==> src/rtl/bp_pkg.sv <==
// Types and immediate extraction shared by the bimodal and gshare branch predictors.
package bp_pkg;

    typedef enum logic {
        INIT,
        READY
    } bp_init_state_e;

    typedef enum logic [2:0] {
        NONE,
        B,
        J,
        CB,
        CJ
    } bp_br_type_e;

    function automatic logic [31:0] imm_b(input logic [31:0] instr);
        return {{19{instr[31]}}, instr[31], instr[7], instr[30:25], instr[11:8], 1'b0};
    endfunction

    function automatic logic [31:0] imm_j(input logic [31:0] instr);
        return {{12{instr[31]}}, instr[19:12], instr[20], instr[30:21], 1'b0};
    endfunction

    function automatic logic [31:0] imm_cb(input logic [31:0] instr);
        return {{23{instr[12]}}, instr[12], instr[6:5], instr[2], instr[11:10], instr[4:3], 1'b0};
    endfunction

    function automatic logic [31:0] imm_cj(input logic [31:0] instr);
        return {{20{instr[12]}}, instr[12], instr[8], instr[10:9], instr[6], instr[7],
                instr[2], instr[11], instr[5:3], 1'b0};
    endfunction

endpackage

==> src/rtl/bp_gshare_if.sv <==
// Fetch-side prediction and EX-side training signals of the gshare predictor.
interface bp_gshare_if #(
    parameter int unsigned HistW = 8
);
    logic [31:0]      fetch_rdata_i;
    logic [31:0]      fetch_pc_i;
    logic             fetch_valid_i;
    logic             predict_branch_taken_o;
    logic [31:0]      predict_branch_pc_o;
    logic [HistW-1:0] predict_ghr_o;
    logic [31:0]      ex_br_instr_addr_i;
    logic             ex_br_taken_i;
    logic             ex_br_valid_i;
    logic [HistW-1:0] ex_br_ghr_i;
    logic             ex_br_mispredict_i;
    logic             init_busy_o;

    modport master (
        output fetch_rdata_i, fetch_pc_i, fetch_valid_i,
        output ex_br_instr_addr_i, ex_br_taken_i, ex_br_valid_i, ex_br_ghr_i, ex_br_mispredict_i,
        input  predict_branch_taken_o, predict_branch_pc_o, predict_ghr_o, init_busy_o
    );

    modport slave (
        input  fetch_rdata_i, fetch_pc_i, fetch_valid_i,
        input  ex_br_instr_addr_i, ex_br_taken_i, ex_br_valid_i, ex_br_ghr_i, ex_br_mispredict_i,
        output predict_branch_taken_o, predict_branch_pc_o, predict_ghr_o, init_busy_o
    );
endinterface

==> src/rtl/bp_br_decode.sv <==
// Combinational branch-type decode and target adder for J, B, C.J/C.JAL and C.BEQZ/C.BNEZ.
module bp_br_decode
    import bp_pkg::*;
(
    input  logic [31:0] instr_i,
    input  logic [31:0] pc_i,
    output bp_br_type_e br_type_o,
    output logic [31:0] target_o
);
    logic [31:0] imm;

    always_comb begin
        br_type_o = NONE;
        imm       = '0;
        if (instr_i[1:0] == 2'b11) begin
            if (instr_i[6:0] == 7'b1100011) begin
                br_type_o = B;
                imm       = imm_b(instr_i);
            end else if (instr_i[6:0] == 7'b1101111) begin
                br_type_o = J;
                imm       = imm_j(instr_i);
            end
        end else if (instr_i[1:0] == 2'b01) begin
            // Quadrant 1: funct3 001 is C.JAL (RV32), 101 C.J, 110/111 C.BEQZ/C.BNEZ
            case (instr_i[15:13])
                3'b001, 3'b101: begin
                    br_type_o = CJ;
                    imm       = imm_cj(instr_i);
                end
                3'b110, 3'b111: begin
                    br_type_o = CB;
                    imm       = imm_cb(instr_i);
                end
                default: ;
            endcase
        end
    end

    assign target_o = pc_i + imm;
endmodule

==> src/rtl/bp_gshare.sv <==
// gshare predictor: counters indexed by PC ^ global history, swept to weakly-not-taken after reset.
// Define BP_GSHARE_SPEC_HIST_EN to index with a speculative history repaired on mispredict.
module bp_gshare
    import bp_pkg::*;
#(
    parameter int unsigned CTableSize = 1024,
    parameter int unsigned CounterLen = 2,
    parameter int unsigned HistLen    = 8
) (
    input  logic       clk_i,
    input  logic       rst_i,
    bp_gshare_if.slave bp
);
    localparam int unsigned IdxW  = $clog2(CTableSize);
    localparam int unsigned HistW = (HistLen > 0) ? HistLen : 1;
    localparam logic [CounterLen-1:0] CtrInit = {1'b0, {(CounterLen-1){1'b1}}};
    localparam logic [CounterLen-1:0] CtrMax  = '1;

    function automatic logic [IdxW-1:0] hist_idx(input logic [HistW-1:0] h);
        return (HistLen == 0) ? '0 : IdxW'(h);
    endfunction

    function automatic logic [HistW-1:0] shift_in(input logic [HistW-1:0] h, input logic t);
        logic [HistW:0] ext;
        ext = {h, t};
        return (HistLen == 0) ? '0 : ext[HistW-1:0];
    endfunction

    logic [CounterLen-1:0] ctr_table [CTableSize];

    bp_init_state_e        state_q;
    logic [IdxW-1:0]       init_idx_q;
    logic [HistW-1:0]      ghr_q, ghr_d;
    logic                  upd_valid_q, upd_valid_d;
    logic [IdxW-1:0]       upd_idx_q, upd_idx_d;
    logic [CounterLen-1:0] upd_ctr_q, upd_ctr_d;
    logic [CounterLen-1:0] upd_base;
    logic [IdxW-1:0]       ex_idx, fetch_idx;
    logic [HistW-1:0]      hist;
    logic                  ready;
    logic                  wr_en;
    logic [IdxW-1:0]       wr_idx;
    logic [CounterLen-1:0] wr_data;
    logic [CounterLen-1:0] pred_ctr;
    bp_br_type_e           br_type;

    assign ready = (state_q == READY);

    bp_br_decode u_decode (
        .instr_i   (bp.fetch_rdata_i),
        .pc_i      (bp.fetch_pc_i),
        .br_type_o (br_type),
        .target_o  (bp.predict_branch_pc_o)
    );

    always_ff @(posedge clk_i) begin
        if (rst_i) begin
            state_q    <= INIT;
            init_idx_q <= '0;
        end else if (state_q == INIT) begin
            init_idx_q <= init_idx_q + IdxW'(1);
            if (init_idx_q == IdxW'(CTableSize - 1)) begin
                state_q <= READY;
            end
        end
    end

    // Capture computes the new counter now, forwarding the still-pending write on an idx match
    assign ex_idx = bp.ex_br_instr_addr_i[IdxW+1:2] ^ hist_idx(bp.ex_br_ghr_i);

    always_comb begin
        upd_valid_d = ready & bp.ex_br_valid_i;
        upd_idx_d   = ex_idx;
        upd_base    = (upd_valid_q && (upd_idx_q == ex_idx)) ? upd_ctr_q : ctr_table[ex_idx];
        if (bp.ex_br_taken_i) begin
            upd_ctr_d = (upd_base == CtrMax) ? upd_base : upd_base + CounterLen'(1);
        end else begin
            upd_ctr_d = (upd_base == '0) ? upd_base : upd_base - CounterLen'(1);
        end
        ghr_d = upd_valid_d ? shift_in(ghr_q, bp.ex_br_taken_i) : ghr_q;
    end

    always_ff @(posedge clk_i) begin
        if (rst_i) begin
            upd_valid_q <= 1'b0;
            upd_idx_q   <= '0;
            upd_ctr_q   <= CtrInit;
            ghr_q       <= '0;
        end else begin
            upd_valid_q <= upd_valid_d;
            upd_idx_q   <= upd_idx_d;
            upd_ctr_q   <= upd_ctr_d;
            ghr_q       <= ghr_d;
        end
    end

    // Single write port shared by the sweep and the training stage
    always_comb begin
        wr_en   = ~rst_i & (ready ? upd_valid_q : 1'b1);
        wr_idx  = ready ? upd_idx_q : init_idx_q;
        wr_data = ready ? upd_ctr_q : CtrInit;
    end

    always_ff @(posedge clk_i) begin
        if (wr_en) begin
            ctr_table[wr_idx] <= wr_data;
        end
    end

`ifdef BP_GSHARE_SPEC_HIST_EN
    logic [HistW-1:0] sghr_q, sghr_d;

    always_comb begin
        sghr_d = sghr_q;
        if (ready) begin
            if (bp.ex_br_valid_i & bp.ex_br_mispredict_i) begin
                sghr_d = shift_in(bp.ex_br_ghr_i, bp.ex_br_taken_i);
            end else if (bp.fetch_valid_i & ((br_type == B) | (br_type == CB))) begin
                sghr_d = shift_in(sghr_q, bp.predict_branch_taken_o);
            end
        end
    end

    always_ff @(posedge clk_i) begin
        if (rst_i) begin
            sghr_q <= '0;
        end else begin
            sghr_q <= sghr_d;
        end
    end

    assign hist = rst_i ? '0 : sghr_q;
`else
    assign hist = rst_i ? '0 : ghr_q;
`endif

    assign fetch_idx        = bp.fetch_pc_i[IdxW+1:2] ^ hist_idx(hist);
    assign pred_ctr         = ctr_table[fetch_idx];
    assign bp.init_busy_o   = rst_i | (state_q == INIT);
    assign bp.predict_ghr_o = hist;
    assign bp.predict_branch_taken_o = bp.fetch_valid_i &
        ((br_type == J) | (br_type == CJ) |
         (((br_type == B) | (br_type == CB)) & pred_ctr[CounterLen-1] & ~bp.init_busy_o));
endmodule

==> src/flat_wrapper.sv <==
// flat-port wrapper written by rule: the top's interface ports become plain ports
module bp_gshare_flat import bp_pkg::*;
#(
    parameter int unsigned CTableSize = 1024,
    parameter int unsigned CounterLen = 2,
    parameter int unsigned HistLen    = 8
)
  (clk_i, rst_i, bp_fetch_rdata_i, bp_fetch_pc_i, bp_fetch_valid_i, bp_ex_br_instr_addr_i, bp_ex_br_taken_i, bp_ex_br_valid_i, bp_ex_br_ghr_i, bp_ex_br_mispredict_i, bp_predict_branch_taken_o, bp_predict_branch_pc_o, bp_predict_ghr_o, bp_init_busy_o);
  bp_gshare_if bp_i ();
  input  logic clk_i;
  input  logic rst_i;
  input wire logic [$bits(bp_i.fetch_rdata_i)-1:0] bp_fetch_rdata_i;
  input wire logic [$bits(bp_i.fetch_pc_i)-1:0] bp_fetch_pc_i;
  input wire logic [$bits(bp_i.fetch_valid_i)-1:0] bp_fetch_valid_i;
  input wire logic [$bits(bp_i.ex_br_instr_addr_i)-1:0] bp_ex_br_instr_addr_i;
  input wire logic [$bits(bp_i.ex_br_taken_i)-1:0] bp_ex_br_taken_i;
  input wire logic [$bits(bp_i.ex_br_valid_i)-1:0] bp_ex_br_valid_i;
  input wire logic [$bits(bp_i.ex_br_ghr_i)-1:0] bp_ex_br_ghr_i;
  input wire logic [$bits(bp_i.ex_br_mispredict_i)-1:0] bp_ex_br_mispredict_i;
  output wire logic [$bits(bp_i.predict_branch_taken_o)-1:0] bp_predict_branch_taken_o;
  output wire logic [$bits(bp_i.predict_branch_pc_o)-1:0] bp_predict_branch_pc_o;
  output wire logic [$bits(bp_i.predict_ghr_o)-1:0] bp_predict_ghr_o;
  output wire logic [$bits(bp_i.init_busy_o)-1:0] bp_init_busy_o;
  assign bp_i.fetch_rdata_i = bp_fetch_rdata_i;
  assign bp_i.fetch_pc_i = bp_fetch_pc_i;
  assign bp_i.fetch_valid_i = bp_fetch_valid_i;
  assign bp_i.ex_br_instr_addr_i = bp_ex_br_instr_addr_i;
  assign bp_i.ex_br_taken_i = bp_ex_br_taken_i;
  assign bp_i.ex_br_valid_i = bp_ex_br_valid_i;
  assign bp_i.ex_br_ghr_i = bp_ex_br_ghr_i;
  assign bp_i.ex_br_mispredict_i = bp_ex_br_mispredict_i;
  assign bp_predict_branch_taken_o = bp_i.predict_branch_taken_o;
  assign bp_predict_branch_pc_o = bp_i.predict_branch_pc_o;
  assign bp_predict_ghr_o = bp_i.predict_ghr_o;
  assign bp_init_busy_o = bp_i.init_busy_o;
  bp_gshare #(.CTableSize(CTableSize), .CounterLen(CounterLen), .HistLen(HistLen)) u_core (.clk_i(clk_i), .rst_i(rst_i), .bp(bp_i));
endmodule
==> config.mk <==
export PLATFORM = sky130hd
export DESIGN_NAME = bp_gshare_flat
export DESIGN_NICKNAME = d
export VERILOG_FILES = /design/src/rtl/bp_pkg.sv /design/src/rtl/bp_gshare_if.sv /design/src/rtl/bp_br_decode.sv /design/src/rtl/bp_gshare.sv /design/src/flat_wrapper.sv
export SDC_FILE = /design/constraint.sdc
export NUM_CORES = 2
export LEC_CHECK = 0
export CAP_MARGIN = 15
export CORE_MARGIN = 10
export CORE_UTILIZATION = 35
export DETAILED_ROUTE_END_ITERATION = 10
export PLACE_DENSITY = 0.59
export SLEW_MARGIN = 20
export SYNTH_ARGS = -nofsm -noshare
export SYNTH_HDL_FRONTEND = slang
export SYNTH_HIERARCHICAL = 1
export SYNTH_SLANG_ARGS = --single-unit
==> constraint.sdc <==
create_clock -name clk_i -period 41 [get_ports clk_i]
set_input_delay 6.15 -clock clk_i [delete_from_list [all_inputs] [get_ports clk_i]]
set_output_delay 6.15 -clock clk_i [all_outputs]
set_load 0.005 [all_outputs]
==> key figures <==
Yosys
  – Sequential area share after synthesis: 0.649
  – Synth cell types: 95
  – Largest cells by area after synthesis: edfxtp_1, mux4_2, nor2_1, mux2i_1, nand2_1
  – Mapped Area: 0.0958 mm^2
  – Synth top area share: 0.642
  – Leading area contributor after synthesis: edfxtp_1
  – Async set-reset flop share out of synthesis: 0
  – Synth Area per Inst: 14.5 um^2
  – Synth Register Bits: 2080
  – Syn_nets: 6757
  – Warning count from the yosys run: 6
  – Cells after synthesis: 6615
  – Top FF cell, synth: edfxtp_1
  – EDFF count, synth: 2048

Power and ir drop
  – Peak VDD IR: 0.0494 mV
  – Pleak: 33.1 nW
  – Pwr/cell area: 43.6 mW/mm^2
  – Power consumption: 4.72 mW

Final layout
  – Area of the multi-input gates: 0.0317 mm^2
  – Most frequent cells in the layout: edfxtp_1, nor2_1, nand2_1
  – Register area: 0.0621 mm^2
  – Fill count: 24929
  – Final #Nets: 6716
  – Most common cell after layout, fill and taps aside: edfxtp_1
  – Layout Area Growth over Synthesis: 12.8%
  – Layout cells sized above 1: 0.167

Worst setup path
  – R2R cell count: 6
  – WP data arrival: 13.03 ns
  – Crit path kind: in -> out
  – Crit end category: output port
  – Critical-path maximum fanout: 67
  – Worst r2r dst: u_core/ctr_table[348][1]$_DFFE_PP_
  – Crit Reg-Reg Startpoint: u_core/ready$_SDFF_PP0_
  – Critical path required time: 34.85 ns
  – FF-to-FF setup slack: 35.85 ns
  – Startpoint types: input pin

Timing
  – RSZ-0062 raised after global routing: false
  – Fmax: 52.1 MHz
  – Slew HR: 0.113
  – Total negative slack: 0 ns
  – Final Cycle Share: 0.468
  – Final min period: 19.18 ns
  – Clk_skew: 0.0349 ns
  – Fin. Hold Viols: 0
  – Final slew viol count: 0
  – Setup-failing EPs final: 0
  – Least-Margin Pin Slew: 1.33 ns

Worst hold path
  – Worst hold start: u_core/ghr_q[7]$_SDFFE_PP0P_
  – Hold Path Stages: 2
  – Hold Path Sink: u_core/ghr_q[7]$_SDFFE_PP0P_
  – Hold crit path type: reg -> reg

GRT
  – Grt ovf: 0
  – Initial antenna violation count: 13
  – GRT Resource Usage Total: 0.218
  – Pin count of the biggest net entering global routing: 268
  – Vias in the first global route: 62515
  – First-pass GRT wire length: 468 mm

Drt
  – Initial drt markers: 9645
  – WL final: 333 mm
  – Drt pass-1 iters: 8
  – Via/cell ratio: 6.13
  – Post-route DRC: 0
  – Post-route ant nets: 0
  – Vias: 63468
  – Wirelength per Cell: 32.2 um

Floorplanning
  – Die Width: 543 um
  – Initial Util: 0.351
  – Die Y: 543 um
  – IO Pins: 152
  – Die area: 0.295 mm^2
  – Core area: 0.273 mm^2
  – Placement row count: 192

Clock network
  – CTS resizes: 0
  – Clock Path Buffers: 3
  – CTS tree: yes
  – CTS root buffer: clkbuf_16
  – Num CTS Buffers: 213
  – Hold buffers post-CTS: 0
  – Clk sinks: 2080
  – CTS clk-pin slew, worst paths: 0.06 ns
  – Clock Latency Late Sink: 0.87 ns
  – Htree depth: 4
  – Post-CTS setup buffer count: 0

Outcome
  – Status: complete, no violations

Placement
  – PortBufs: 126
  – DPL Wire Length: 189 mm
  – Placer congestion estimate: 0.894

Run
  – Max-Cap Viols: 0
-- per-layer routing --
metal | part of all wire | vias to the layer above | wire [um] | GRT usage
met5 | 0.00011 | - | 37 | 0
met2 | 0.45 | 4287 | 151000 | 0.340
met1 | 0.37 | 32685 | 123000 | 0.286
met3 | 0.12 | 773 | 41400 | 0.0570
met4 | 0.053 | 6 | 17700 | 0.101
li1 | - | 25717 | - | -
-- cell usage after synthesis (6+ instances only) --
cell type and n:
nor2_1 1121, a32oi_1 44, a21oi_1 99, and3_1 17
o2111ai_1 9, nand2_1 640, a22oi_1 117, dfxtp_1 32
nor3_1 35, nand3_1 269, mux2i_1 342, and2_1 6
buf_4 38, buf_6 25, a2111oi_0 9, or4_1 8
buf_2 80, a22o_1 12, xor2_1 29, a31oi_1 58
buf_1 94, a211oi_1 7, o21ai_0 110, a21o_1 18
o211ai_1 15, edfxtp_1 2048, nor4_1 12, nor2b_1 19
a221oi_1 154, xnor2_1 46, a311oi_1 8, o22ai_1 16
clkbuf_1 308, inv_1 15, nand2b_1 10, nand4_1 85
mux4_2 517, ha_1 31
-- worst max-delay path, cell delays in order --
cell             delay [ns]
buf_2                  0.08
buf_4                  0.48
nor2b_1                0.21
xnor2_2                0.17
buf_4                  0.41
buf_12                 0.52
buf_4                  0.69
buf_4                  0.66
mux2i_1                0.16
a221oi_1               0.45
o21ai_0                0.17
and3_1                 0.27
a311oi_1               0.60
a31oi_1                0.22
nand4_1                0.16
nand4_1                0.42
o21ai_0                0.29
clkdlybuf4s50_1        0.75
-- cell type report --
class | instances | share of cell area
antenna | 4 | 0.0000926
multi-input combinational | 3969 | 0.294
clock buffer | 246 | 0.0508
sequential | 2080 | 0.575
tap | 3589 | 0.0415
clock inverter | 150 | 0.0130
inverter | 15 | 0.000521
timing repair buffer | 295 | 0.0257
-- per-stage QoR --
step                       util  cell area (um^2)  hold slack [ns]  instances  worst slack (ns)
after floorplan               -             95800            0.432       6615             23.91
after global placement    0.370            101000            0.445       9945             21.98
after detailed placement  0.370            101000            0.450       9945             21.99
after CTS                 0.395            108000            0.459      10341             21.98
after global routing      0.396            108000            0.489      10345             21.61
final                     0.396            108000            0.458      10348             21.82
-- worst max-delay path by stage --
stage / endpoint / from / slack [ns] / cells past startpoint
5_1_grt: bp_predict_branch_taken_o / rst_i / 21.61 / 18
3_5_place_dp: bp_predict_branch_taken_o / rst_i / 21.99 / 18
6_report: bp_predict_branch_taken_o / rst_i / 21.82 / 18
3_3_place_gp: bp_predict_branch_taken_o / rst_i / 21.98 / 18
2_1_floorplan: u_core/ctr_table[0][1]$_DFFE_PP_ / u_core/ready$_SDFF_PP0_ / 23.91 / 5
4_1_cts: bp_predict_branch_taken_o / rst_i / 21.98 / 18
-- logic make-up (layout without fill, tap and decap cells) --
family	count (synthesis)	after routing	share of synthesized area
compound gates	743	743	0.0560
mux	868	868	0.159
simple gates	2248	2248	0.0975
other cells	0	4	0
fa+ha+maj	33	33	0.00438
xor+xnor	77	77	0.00731
flops	2080	2080	0.649
buf+inv	566	706	0.0273
-- report_power, final --
| group | leakage [nW] | switching (mW) | internal (mW) |
|---|---|---|---|
| Combinational | 11.4 | 0.312 | 0.163 |
| Clock | 3.37 | 0.840 | 1.10 |
| Sequential | 18.3 | 0.00204 | 2.30 |
-- sequential cells by signal, indices dropped and copies added, names as in the netlist --
signal              cells
u_core/ready            1
u_core/upd_valid_q      1
u_core/upd_ctr_q        2
u_core/init_idx_q      10
u_core/ctr_table     2048
u_core/ghr_q            8
u_core/upd_idx_q       10
Power figures use the tool's default switching activity.
